`src/rtl/elevator_request_scheduler_if.sv`:
```
// Bundle between the floor-call scheduler and its neighbours: button/sensor
// inputs, the held target request to the controller, and status flags.
interface elevator_request_scheduler_if #(
   parameter int FLOORS  = 8,
   parameter int FLOOR_W = 3
);
   logic [FLOORS-1:0]  call_buttons;
   logic [FLOOR_W-1:0] current_floor;
   logic               complete;
   logic [FLOOR_W-1:0] request_floor;
   logic               request_valid;
   logic [FLOORS-1:0]  pending;
   logic               served;
   logic               sweep_up;
   logic               fault;

   modport master (
      input  call_buttons, current_floor, complete,
      output request_floor, request_valid, pending, served, sweep_up, fault
   );

   modport slave (
      output call_buttons, current_floor, complete,
      input  request_floor, request_valid, pending, served, sweep_up, fault
   );
endinterface

```
`src/rtl/elevator_request_scheduler.sv`:
```
// Latches floor calls and issues one target at a time to the elevator
// controller using a direction-preserving sweep, with a stall watchdog.
module elevator_request_scheduler #(
   parameter int FLOORS   = 8,
   parameter int FLOOR_W  = 3,
   parameter int MAX_WAIT = 64
) (
   input  logic                         clk,
   input  logic                         rst,
   elevator_request_scheduler_if.master bus
);

   localparam int CNT_W = $clog2(MAX_WAIT);

   typedef enum logic [1:0] {IDLE, SELECT, WAIT, CLEAR} state_t;

   state_t             state, state_next;
   logic [FLOORS-1:0]  pending_q, clear_mask;
   logic [FLOOR_W-1:0] request_floor_q, target;
   logic               sweep_up_q, sweep_next;
   logic               fault_q, fault_next;
   logic [CNT_W-1:0]   wd_cnt, wd_cnt_next;
   logic               request_valid, served;

   logic               here_hit, found_above, found_below;
   logic [FLOOR_W-1:0] lowest_above, highest_below;

   // Nearest pending floor on each side of the car, plus a hit at the car.
   // NOTE: every always_comb output gets a default first so no path leaves
   // it unassigned, which would otherwise infer a latch.
   always_comb begin
      here_hit      = 1'b0;
      found_above   = 1'b0;
      found_below   = 1'b0;
      lowest_above  = '0;
      highest_below = '0;
      for (int f = 0; f < FLOORS; f++) begin
         if (pending_q[f]) begin
            if (f == int'(bus.current_floor)) begin
               here_hit = 1'b1;
            end else if (f > int'(bus.current_floor)) begin
               if (!found_above) begin
                  found_above  = 1'b1;
                  lowest_above = FLOOR_W'(f);
               end
            end else begin
               found_below   = 1'b1;
               highest_below = FLOOR_W'(f);
            end
         end
      end
   end

   // SCAN choice: keep going in the current direction, reverse only when
   // nothing remains ahead.
   always_comb begin
      target     = request_floor_q;
      sweep_next = sweep_up_q;
      if (here_hit) begin
         target = bus.current_floor;
      end else if (sweep_up_q && found_above) begin
         target = lowest_above;
      end else if (sweep_up_q) begin
         target     = highest_below;
         sweep_next = 1'b0;
      end else if (found_below) begin
         target = highest_below;
      end else begin
         target     = lowest_above;
         sweep_next = 1'b1;
      end
   end

   always_comb begin
      state_next    = state;
      wd_cnt_next   = wd_cnt;
      fault_next    = fault_q;
      clear_mask    = '0;
      request_valid = 1'b0;
      served        = 1'b0;
      case (state)
         IDLE: begin
            if (|pending_q) state_next = SELECT;
         end
         SELECT: begin
            wd_cnt_next = '0;
            state_next  = WAIT;
         end
         WAIT: begin
            request_valid = 1'b1;
            if (bus.complete && (bus.current_floor == request_floor_q)) begin
               state_next = CLEAR;
            end else if (wd_cnt == CNT_W'(MAX_WAIT - 1)) begin
               // Target bit is left pending so the call is retried.
               fault_next = 1'b1;
               state_next = IDLE;
            end else begin
               wd_cnt_next = wd_cnt + 1'b1;
            end
         end
         CLEAR: begin
            served     = 1'b1;
            clear_mask = {{(FLOORS-1){1'b0}}, 1'b1} << request_floor_q;
            state_next = IDLE;
         end
         default: state_next = IDLE;
      endcase
   end

   // NOTE: state registers use non-blocking assignments so every flop samples
   // the pre-edge values regardless of statement order.
   always_ff @(posedge clk or posedge rst) begin
      if (rst) begin
         state           <= IDLE;
         pending_q       <= '0;
         request_floor_q <= '0;
         sweep_up_q      <= 1'b1;
         fault_q         <= 1'b0;
         wd_cnt          <= '0;
      end else begin
         state     <= state_next;
         pending_q <= (pending_q | bus.call_buttons) & ~clear_mask;
         wd_cnt    <= wd_cnt_next;
         fault_q   <= fault_next;
         if (state == SELECT) begin
            request_floor_q <= target;
            sweep_up_q      <= sweep_next;
         end
      end
   end

   assign bus.request_floor = request_floor_q;
   assign bus.request_valid = request_valid;
   assign bus.pending       = pending_q;
   assign bus.served        = served;
   assign bus.sweep_up      = sweep_up_q;
   assign bus.fault         = fault_q;

endmodule
```
`src/flat_wrapper.sv`:
```
// flat-port wrapper written by rule: the top's interface ports become plain ports
module elevator_request_scheduler_flat 
#(
   parameter int FLOORS   = 8,
   parameter int FLOOR_W  = 3,
   parameter int MAX_WAIT = 64
)
  (clk, rst, bus_call_buttons, bus_current_floor, bus_complete, bus_request_floor, bus_request_valid, bus_pending, bus_served, bus_sweep_up, bus_fault);
  elevator_request_scheduler_if #(.FLOORS(FLOORS), .FLOOR_W(FLOOR_W)) bus_i ();
  input  logic clk;
  input  logic rst;
  input wire logic [$bits(bus_i.call_buttons)-1:0] bus_call_buttons;
  input wire logic [$bits(bus_i.current_floor)-1:0] bus_current_floor;
  input wire logic [$bits(bus_i.complete)-1:0] bus_complete;
  output wire logic [$bits(bus_i.request_floor)-1:0] bus_request_floor;
  output wire logic [$bits(bus_i.request_valid)-1:0] bus_request_valid;
  output wire logic [$bits(bus_i.pending)-1:0] bus_pending;
  output wire logic [$bits(bus_i.served)-1:0] bus_served;
  output wire logic [$bits(bus_i.sweep_up)-1:0] bus_sweep_up;
  output wire logic [$bits(bus_i.fault)-1:0] bus_fault;
  assign bus_i.call_buttons = bus_call_buttons;
  assign bus_i.current_floor = bus_current_floor;
  assign bus_i.complete = bus_complete;
  assign bus_request_floor = bus_i.request_floor;
  assign bus_request_valid = bus_i.request_valid;
  assign bus_pending = bus_i.pending;
  assign bus_served = bus_i.served;
  assign bus_sweep_up = bus_i.sweep_up;
  assign bus_fault = bus_i.fault;
  elevator_request_scheduler #(.FLOORS(FLOORS), .FLOOR_W(FLOOR_W), .MAX_WAIT(MAX_WAIT)) u_core (.clk(clk), .rst(rst), .bus(bus_i));
endmodule
```
`config.mk`:
```
export PLATFORM = sky130hd
export DESIGN_NAME = elevator_request_scheduler_flat
export DESIGN_NICKNAME = d
export VERILOG_FILES = /design/src/rtl/elevator_request_scheduler_if.sv /design/src/rtl/elevator_request_scheduler.sv /design/src/flat_wrapper.sv
export SDC_FILE = /design/constraint.sdc
export NUM_CORES = 1
export LEC_CHECK = 0
export CORE_ASPECT_RATIO = 0.75
export CORE_UTILIZATION = 52
export CTS_BUF_LIST = sky130_fd_sc_hd__clkbuf_8
export DETAILED_ROUTE_END_ITERATION = 10
export PLACE_DENSITY = 0.77
export RECOVER_POWER = 100
export SLEW_MARGIN = 20
export SYNTH_ARGS = -nofsm -noshare
export SYNTH_HDL_FRONTEND = slang
export SYNTH_SLANG_ARGS = --single-unit
```
`constraint.sdc`:
```
create_clock -name clk -period 1.88 [get_ports clk]
set_input_delay 0.188 -clock clk [delete_from_list [all_inputs] [get_ports clk]]
set_output_delay 0.188 -clock clk [all_outputs]
set_load 0.02 [all_outputs]
```
==> results of run 1 <==
-- cells by family (layout without fill, tap and decap cells) --
group / after synthesis / in the layout / share of synthesized area [%]
AO/OA/AOI/OAI: 67 / 67 / 30.04
AND/OR/NAND/NOR: 61 / 61 / 18.70
buffers and inverters: 29 / 79 / 10.40
flip-flops: 21 / 21 / 30.40
multiplexers: 9 / 9 / 5.343
adder cells (fa/ha/maj): 5 / 5 / 3.610
XOR/XNOR: 3 / 3 / 1.517
-- sequential cells by signal (all words and copies together) (netlist names) --
name and cells:
u_core.state 2, u_core.bus.fault 1, u_core.bus.sweep_up 1, u_core.wd_cnt 6
u_core.bus.pending 8, u_core.bus.request_floor 3
-- layout make-up --
type,count,area [µm²]
Sequential cell,21,529.3
Clock inverter,1,5.005
Fill cell,224,824.5
Timing Repair Buffer,61,521.8
Tap cell,38,47.55
Clock buffer,3,41.29
Multi-Input combinational cell,145,1041
Inverter,14,52.55
-- per-layer routing --
layer / GRT usage [%] / vias to the layer above / share of wire (%)
met5: 0 / - / 0
met4: 9.722 / 0 / 2.3
met3: 6.579 / 12 / 7.8
met2: 42.81 / 90 / 44
met1: 42.63 / 781 / 46
li1: - / 806 / -
-- cell usage after synthesis, types with 5 or more instances --
cell type,instances
nor2_1,15
ha_1,5
o21ai_1,5
mux2i_1,7
o21ai_0,8
a21oi_1,14
dfrtp_1,20
nand2_1,16
inv_1,13
-- worst register-to-register path, stage by stage, from the launching register on --
cell and delay [ps]:
dfrtp_1 390, nor2b_4 140, o311a_4 340, a2111oi_4 230, o22ai_2 190, buf_4 170, mux2_2 270
-- report_power, final --
part	internal [µW]	switching [µW]	total, µW
Sequential	564	153	717
Clock	148	150	298
Combinational	572	746	1320
Total	1280	1050	2330
-- path summary, 6_finish.rpt --
check | startpoint | to | slack [ps]
max reg2reg | u_core.bus.pending[1] | u_core.bus.sweep_up | 80
max in group asynchronous | rst | u_core.bus.pending[3] | 400
min reg2reg | u_core.bus.fault | u_core.bus.fault | 470
max | u_core.bus.pending[1] | u_core.bus.sweep_up | 80
min in group asynchronous | rst | u_core.bus.pending[7] | 720
min | u_core.bus.fault | u_core.bus.fault | 470
-- cell usage in the layout (no fill, tap or decap), drive strengths merged, types with 5 or more instances in the layout --
cell and count:
a21oi 14, buf 30, clkbuf 7, clkdlybuf4s50 10, dfrtp 20, dlygate4sd3 14, ha 5, inv 14
mux2i 7, nand2 17, nor2 15, o21ai 13
-- stage by stage --
step	TNS [ps]	std cells	area (µm²)	power (µW)	hold slack (ps)
3_5_place_dp	-2198	278	2173	2022	466.6
2_1_floorplan	0	195	1733	1523	163.8
3_3_place_gp	-1829	278	2173	1983	460.8
6_report	0	283	2238	2333	470.4
5_1_grt	-20.08	283	2238	2478	497.7
4_1_cts	0	282	2218	2327	269.3
-- what timing repair did --
item | CTS | global route
setup buffers | 0 | 1
pin swaps | 0 | 3
resized for setup | 1 | 8
endpoints found under the setup margin | 2 | 6
==> results.txt, run 1 <==
Global routing finished with a remaining overflow of 0. Clock-pin slew was measured on the worst setup and hold paths at 80 ps. The clock insertion delay at the later pin of the skew report is 260 ps. The number of buffers inserted during clock tree synthesis is 3. The critical setup path kind is reg2reg. The core region area came out at 0.003063 mm².

Static timing analysis puts the maximum clock frequency at 556.0 MHz. The element type at the critical path start is a flop. The areal power density over the cells is 1042 mW/mm². The register bit total from synthesis came out at 21. The initial utilization of the core area, before any placement, comes to 56.58%. The worst endpoint data arrival time is 1990 ps. The run finished with clean final reports. The count of unique library cells instantiated by Yosys came out at 56. The average wire length per cell after detail routing is 17.26 µm. The clock passes through at most 2 buffers. The number of endpoints with negative hold slack in the final report came out at 0. The utilization after layout came out at 73.08%. Grouping stages by cell kind, the critical path spends the most delay in compound AO/OA/AOI/OAI gates.

The average vias per placed instance is 5.968. Of all cell types, the one taking the most synthesized area is dfrtp_1. The relative slew slack came out at 23.75%. The total nets after synthesis is 214. The final worst clock skew is 2.042 ps. The floorplan die height is 52.00 µm. The number of setup violations in the final report came out at 0. The most common flop cell mapped by yosys is dfrtp_1.

The post-synth design cell area came out at 0.001733 mm². TritonCTS built the clock tree. The first-pass iteration count of the detailed router came out at 5. The number of global-route vias before repair is 1569.

The number of hold buffers added after cts came out at 0. In the finished design, the share of the clock period the worst path needs comes to 95.67%. The total via count after detailed routing came out at 1689. The clock drives 21 sinks. The count of unresolved DRC violations after routing came out at 0. Routability-driven placement finished with a final weighted congestion of 1.001. The synthesis-to-finish area growth came out at 29.17%.

Summing the sequential cell areas from Yosys gives 30.40% of the chip area. At the worst endpoint, the required time is 2070 ps. Setup repair after global routing could not meet its margin everywhere. The worst slack at placement came out at -294.3 ps. The placement row count came out at 17.

After synthesis, the share of flip-flops with an asynchronous set or reset is 100.0%. The total routed wirelength came out at 4885 µm. The root buffer cell is clkbuf_8.

The overall die area came out at 0.003570 mm². The DRC violation total after the first TritonRoute iteration is 196. The share of the synthesized area in the top cell type is 28.88%. The post-DP HPWL came out at 3576 µm. The slew at the pin closest to its max-slew limit came out at 1144 ps. The warning count from the yosys run came out at 0. STA classifies the critical path endpoint as a flop.

The total count of max-transition violations in the final report is 0. After synthesis, the cell types taking the most area are dfrtp_1 (29%), a21oi_1 (4.0%), mux2i_1 (4.0%). The global-route wire length before repair came out at 7596 µm. Synthesis produced a netlist whose cell count is 195. The highest fanout seen on the critical path is 5. The cell depth of the worst setup path came out at 6. Across the VDD grid, the largest voltage drop is 0.8337 mV.

The die outline width is 68.66 µm. Among all stages on the critical path, the largest delay is contributed by dfrtp_1. The largest stage delay on the critical path came out at 390 ps. The overall track demand over capacity in global routing is 29.52%. The count of antenna-violating nets left after detailed routing came out at 0.

The leakage power total came out at 0.0009535 µW. The post-synthesis area per instance came out at 8.887 µm². The tightest min-delay check is of the reg2reg type.

The number of buffers and inverters on the critical path came out at 1. The final critical path time including I/O delays and setup came out at 1799 ps. Entering global routing, the biggest net connects 22 pins.

After the last flow step, the layout net total stands at 265. The number of instances on the worst hold path came out at 1. In this run the count of I/O pins placed on the die edge is 29.

The number of port buffers came out at 28. The proportion of layout cells with a drive suffix above 1 came out at 22.45%. The critical path goes through nor2b_4 -> o311a_4 -> a2111oi_4 -> o22ai_2 -> buf_4 -> mux2_2. The diode insertion count for antenna repair is 0. Across the run, the number of max-cap violations was 0. The initial antenna violation count is 0. Setup slack on the critical path of the routed design comes to 81.32 ps. The synthesized design contains 0 enable-type register cells. The count of cells along the worst register-to-register path is 6. CTS built an H-tree with a depth of 1.
Power figures use the tool's default switching activity.
==> inputs of run 2 (changes only) <==
==> constraint.sdc (replaced) <==
create_clock -name clk -period 1.88 [get_ports clk]
set_input_delay 0.188 -clock clk [delete_from_list [all_inputs] [get_ports clk]]
set_output_delay 0.188 -clock clk [all_outputs]
set_load 0.005 [all_outputs]
==> run 2 against run 1 <==
Effect of this change:
- clock skew up 7.3 ps
- sequential share of layout area increased by 0.066 points
- worst setup slack improved by 15 ps
- maximum frequency grew 0.85%
- total power shrank 4.0%
- critical endpoint is now u_core.bus.request_floor[0]
- utilization down 0.20 points
- wire length rose by 1.5%
- sequential cell count is the same
- global-route usage grew 1.4 points
- cell area fell by 0.28%
- largest power group unchanged
==> results.txt, run 2 (synthesis results as in run 1) <==
The peak ir drop on the vdd network came out at 0.9034 mV. The post-layout total power came out at 2240 µW. The flow ran to the end, and the final reports show no timing, DRC or antenna violations.

The data required time of the worst path is 2010 ps. The post-route netlist has 21.07% of its cells at a drive strength greater than 1. The later pin in the worst-skew pair is clocked with a latency of 260 ps. The final period utilization is 94.87%. The utilization after layout came out at 72.88%. The initial utilization of the core area, before any placement, comes to 56.58%. The synthesis-to-finish area growth came out at 28.81%.

The slowest cell on the critical path is dfrtp_2. The clock-pin slew reported for the worst setup and hold paths after clock tree synthesis is 80 ps. The placer's final routability congestion estimate came out at 0.9945. The total routed wirelength came out at 4959 µm. The switching portion of total power came out at 42.89%. The largest net degree at the start of global routing came out at 22. The number of H-tree levels came out at 1. The total negative slack for setup checks is 0 ps. The average wire length per cell after detail routing came out at 17.71 µm.

Along the worst path, the maximum fanout reaches 5. For this design the top-level I/O count stands at 29. The diode insertion count for antenna repair came out at 0. The average vias per placed instance came out at 6.186. The areal power density over the cells is 1003 mW/mm². The number of flip-flops under the largest register name came out at 8. The die outline width came out at 68.66 µm. The internal power of the cells totals 1279 µW. The initial antenna violation count is 0. Counting both buffers and inverters, the worst setup path holds a total of 0.

The total congestion overflow after global routing is 0. The total count of max-transition violations in the final report came out at 0. The detail route stage leaves a number of antenna-violating nets equal to 0. The fmax came out at 560.7 MHz. The largest stage delay on the critical path came out at 450 ps. The DRC violation total after the first TritonRoute iteration is 207.

Per report_power, the sequential group accounts for 33.3% of the total. The layout net count is 262. The number of endpoints with negative hold slack in the final report is 0. In this run, placement finished with an instance count of 276.

TritonCTS built the clock tree. The library cells used most frequently in the layout, excluding fill and tap cells, are buf_4 (26), dfrtp_1 (18), nand2_1 (16). The number of port buffers came out at 28.

The root buffer cell is clkbuf_8. Setup repair after global routing left no endpoint under its margin. The routed layout has 1732 vias. The cell family contributing the most delay on the critical path is compound AO/OA/AOI/OAI gates. The maximum count of clock buffers along a single path came out at 2. The overall track demand over capacity in global routing is 30.96%.

The final worst clock skew came out at 9.307 ps. The critical path goes through or2b_1 -> o311a_4 -> a2111oi_4 -> o22ai_4 -> a221oi_2 -> a211oi_1. The core region area came out at 0.003063 mm². The number of clock buffers added by TritonCTS is 3. The most common cell after layout, fill and taps aside is buf_4. The number of setup violations in the final report came out at 0. The worst endpoint data arrival time came out at 1910 ps.

The element type at the critical path start is a flop. Counting every sink on the clock net gives 21. Detailed placement ended at an HPWL of 3737 µm. The leakage power total is 0.0009302 µW. The combinational fraction of design power came out at 53.3%.

The slew at the pin closest to its max-slew limit came out at 1165 ps. The count of unresolved DRC violations after routing came out at 0. The number of violations of the max-capacitance limit came out at 0. By startpoint and endpoint, the worst setup path is classified as reg2reg.

The worst setup path is captured at a flop. The number of global-route vias before repair is 1634. The number of fill cells is 244. The placement row count is 17. The net switching power figure is 960.7 µW.

The floorplan die height is 52.00 µm. The share of power burned in the clock network came out at 13.4%. The first-pass iteration count of the detailed router came out at 6.

The first global-routing pass estimated 7990 µm of wire. After layout, the minimum clock period comes to 1783 ps. The worst pin sits at a relative slew slack of 22.30%. The overall die area is 0.003570 mm². The tightest min-delay check is of the reg2reg type. The number of hold buffers added after cts came out at 0. The number of standard cells in the layout, taps in and fillers out came out at 280.
## run 2: changes by cell type in the layout (fill, tap and decap cells not counted), moves of 2 or more
cell,delta
buf_4,-4
ha_1,-2
dlygate4sd3_1,-3
clkdlybuf4s50_1,+4
## run 2: metrics by stage
step | worst slack, ps | instance area [µm²] | hold slack (ps)
2_1_floorplan | 158.8 | 1733 | 163.8
3_3_place_gp | -253.2 | 2158 | 461.7
3_5_place_dp | -323.4 | 2158 | 474.1
4_1_cts | 45.95 | 2205 | 271.9
5_1_grt | 3.848 | 2232 | 516.7
6_report | 96.53 | 2232 | 480.7
## run 2: cell type report
class | count | area [µm²] | share of cell area [%]
timing repair buffer | 58 | 498.0 | 22.31
clock inverter | 1 | 5.005 | 0.2242
tap | 38 | 47.55 | 2.130
clock buffer | 3 | 41.29 | 1.850
inverter | 14 | 52.55 | 2.354
multi-input combinational | 145 | 1059 | 47.42
sequential | 21 | 529.3 | 23.71
## run 2: final timing paths
kind,endpoint,slack [ps],start,cells past startpoint
setup / recovery,u_core.bus.request_floor[0],100,u_core.bus.pending[3],6
hold / removal,u_core.bus.fault,480,u_core.bus.fault,1
setup reg to reg,u_core.bus.request_floor[0],100,u_core.bus.pending[3],6
hold reg to reg,u_core.bus.fault,480,u_core.bus.fault,1
max in group asynchronous,u_core.bus.pending[7],380,rst,3
min in group asynchronous,u_core.bus.pending[3],730,rst,3
## run 2: timing repair
item / 4_1_cts / 5_1_grt
buffers inserted: 0 / 0
setup endpoints to repair: 5 / 5
gates resized for setup: 3 / 8
pin swaps: 0 / 3
## run 2: power by group through the flow
stage                     clock [µW]  combinational (µW)  sequential [µW]
after detailed placement           0                1150              745
after global placement             0                1120              734
after floorplan                    0                 746              673
after CTS                        302                1170              737
after global routing             326                1300              760
final                            300                1190              746
## run 2: worst register-to-register path: stages, from the launching register on
cell and delay (ps):
dfrtp_2 450, or2b_1 270, o311a_4 160, a2111oi_4 280
o22ai_4 150, a221oi_2 270, a211oi_1 80
## run 2: metal layers
metal / track usage, % / wire (µm)
met1: 44.16 / 2337
met3: 7.456 / 419
met2: 47.39 / 2153
met4: 5.556 / 48
met5: 0 / 0
==> inputs of run 3 (changes only) <==
--- a/config.mk
+++ b/config.mk
@@ -9,6 +9,7 @@
 export CORE_UTILIZATION = 52
 export CTS_BUF_LIST = sky130_fd_sc_hd__clkbuf_8
 export DETAILED_ROUTE_END_ITERATION = 10
+export GPL_ROUTABILITY_DRIVEN = 0
 export PLACE_DENSITY = 0.77
 export RECOVER_POWER = 100
 export SLEW_MARGIN = 20
==> run 3 against run 2 <==
Effect of this change:
- hold slack improved by 2.5 ps
- critical endpoint unchanged
- highest routed layer unchanged
- sequential power about the same
- worst setup slack lost 16 ps
- combinational power hardly changed
- cell count is 0.71% higher
==> results.txt, run 3 (synthesis results as in run 1) <==
The number of hold buffers added after cts came out at 0. The number of endpoints with negative hold slack in the final report is 0. The core region area is 0.003063 mm². For this block, the routed nets add up to 4964 µm of wire.

The layout net count came out at 264. The footprint of the flip-flops and latches came out at 529.3 µm². At the later pin of the worst-skew pair, clock insertion delay measures 270 ps. The met1 routing resource usage after global routing came out at 41.38%. The number of buffers and inverters on the critical path came out at 0.

The global-route met3 utilization came out at 7.018%. The die covers 0.003570 mm². Across the VDD grid, the largest voltage drop is 0.9321 mV. Setup repair after global routing could not meet its margin everywhere. The global-route wire length before repair is 7797 µm. The flow ran to the end, and the final reports show no timing, DRC or antenna violations. Of all nets on the critical path, the largest fanout is 5.

The number of global-route vias before repair was 1647. The number of violations of the max-capacitance limit is 0. The total cell area at the placement stage came out at 0.002173 mm². The category of the worst setup path capture point is a flop. Data on the critical path arrives at its endpoint at 1950 ps.

The count of unresolved DRC violations after routing is 0. The maximum count of clock buffers along a single path came out at 2. The die is 52.00 µm tall. The worst register-to-register path begins at u_core.bus.pending[1]. The final period utilization came out at 95.72%. The initial antenna violation count came out at 0. For this design the static power due to leakage is 0.0009465 µW. At the pin with the least slew margin, the transition time is 1116 ps. The count of boundary I/O pins is 29. In the routed layout, each cell is associated on average with a via count of 6.227. The number of setup violations in the final report came out at 0.

In this run the number of H-tree levels came out at 1. For this run, the total global-route usage over all layers was measured as 30.25%. The worst setup path is launched from a flop.

In this design, the stage delay of the slowest critical-path cell is 390 ps. The number of port buffers is 28. Measured along the x axis, the die boundary spans 68.66 µm. The initial cell density of the core came out at 56.58%. The highest-utilization routing layer at the global route stage is met2.

The multi-input combinational cell area is 0.001051 mm². The root buffer cell is clkbuf_8. The number of sinks driven by the clock tree came out at 21. Counting the buffers created by CTS gives 3.

The kind of cell with the highest combined delay on the critical path is compound AO/OA/AOI/OAI gates. The final critical path time including I/O delays and setup came out at 1800 ps. On the critical path, the stage with the largest delay is an instance of dfrtp_1. The worst pin sits at a relative slew slack of 25.59%. Clock skew on the completed layout was measured at 11.02 ps. The diode insertion count for antenna repair is 0. The first detailed-routing pass ran for 5 iterations.

In the layout the commonest cells are buf_4 (27), dfrtp_1 (18), nand2_1 (16). The synthesis-to-finish area growth came out at 29.46%. The library cell used most frequently in the layout, excluding fill and tap cells, is buf_4. Summing over every cut layer, the via total after detailed routing is 1756. The post-DP HPWL is 3661 µm. The total count of max-transition violations in the final report is 0. The count of antenna-violating nets left after detailed routing came out at 0. The register with the most flip-flops in the layout has 8 of them. Walking the worst path, the cells encountered are nor2b_4 -> o311a_4 -> a2111oi_4 -> o22ai_2 -> a221oi_2 -> a211oi_1.

The DRC violation total after the first TritonRoute iteration is 149. The post-route netlist has 22.13% of its cells at a drive strength greater than 1. The min-delay analysis places its worst path in the category reg2reg. Timing would allow up to 555.7 MHz. The initialized floorplan defines 17 standard-cell rows.

The clock-pin slew reported for the worst setup and hold paths after clock tree synthesis is 90 ps. The average wire length per cell after detail routing is 17.60 µm. The data required time of the worst path is 2030 ps. The source of the critical timing path is u_core.bus.pending[1]. The number of fill cells is 223.

For this run the aggregate overflow at the end of global routing stands at 0. TritonCTS built the clock tree. The areal power density over the cells is 1003 mW/mm².

The worst hold slack after final layout is 483.3 ps. The final non-filler cell area came out at 0.002243 mm². The global-route track usage on met2 is 47.71%. The critical setup path kind is reg2reg.

The worst hold path begins at u_core.bus.fault. The largest net degree at the start of global routing is 22.
==> run 3: cell type report <==
class | instances | share of cell area (%)
clock inverters | 1 | 0.2231
flip-flops and latches | 21 | 23.59
clock buffers | 3 | 1.840
multi-input cells | 145 | 46.85
well taps | 38 | 2.119
repair buffers | 60 | 23.03
inverters | 14 | 2.342
==> run 3: per-stage QoR <==
stage / utilization, % / power (µW) / worst slack [ps] / setup TNS [ps] / instances
global route: 73.24 / 2386 / -9.827 / -9.827 / 282
detailed placement: 70.96 / 1923 / -345.3 / -2813 / 278
finish: 73.24 / 2249 / 80.44 / 0 / 282
CTS: 72.59 / 2248 / 25.69 / 0 / 282
floorplan: - / 1420 / 158.8 / 0 / 195
global placement: 70.96 / 1886 / -298.0 / -2352 / 278
==> run 3: worst register-to-register path, cell delays in order, from the launching register on <==
cell and delay (ps):
dfrtp_1 390, nor2b_4 140, o311a_4 340, a2111oi_4 250, o22ai_2 210, a221oi_2 280
a211oi_1 80
==> run 3: timing repair <==
item	4_1_cts	5_1_grt
setup endpoints to repair	6	5
endpoints found under the hold margin	0	0
pin swaps	0	1
setup buffers	0	0
resized for setup	4	7
==> run 3: worst paths after layout <==
check / end / slack [ps] / cells after the start
max: u_core.bus.request_floor[0] / 80 / 6
min: u_core.bus.fault / 480 / 1
max reg2reg: u_core.bus.request_floor[0] / 80 / 6
min reg2reg: u_core.bus.fault / 480 / 1
max in group asynchronous: u_core.bus.pending[3] / 440 / 3
min in group asynchronous: u_core.bus.pending[6] / 700 / 3
==> run 3: report_power, final <==
group          internal, µW  leakage [µW]  switching (µW)  total [µW]
Combinational           572      0.000683             625        1200
Sequential              561      0.000238             184         745
Clock                   148     0.0000255             158         306
==> run 3: metal layers <==
metal / wire length, µm / part of all wire [%]
met1: 2190 / 44
met2: 2242 / 45
met3: 452 / 9.1
met4: 78 / 1.6
met5: 0 / 0
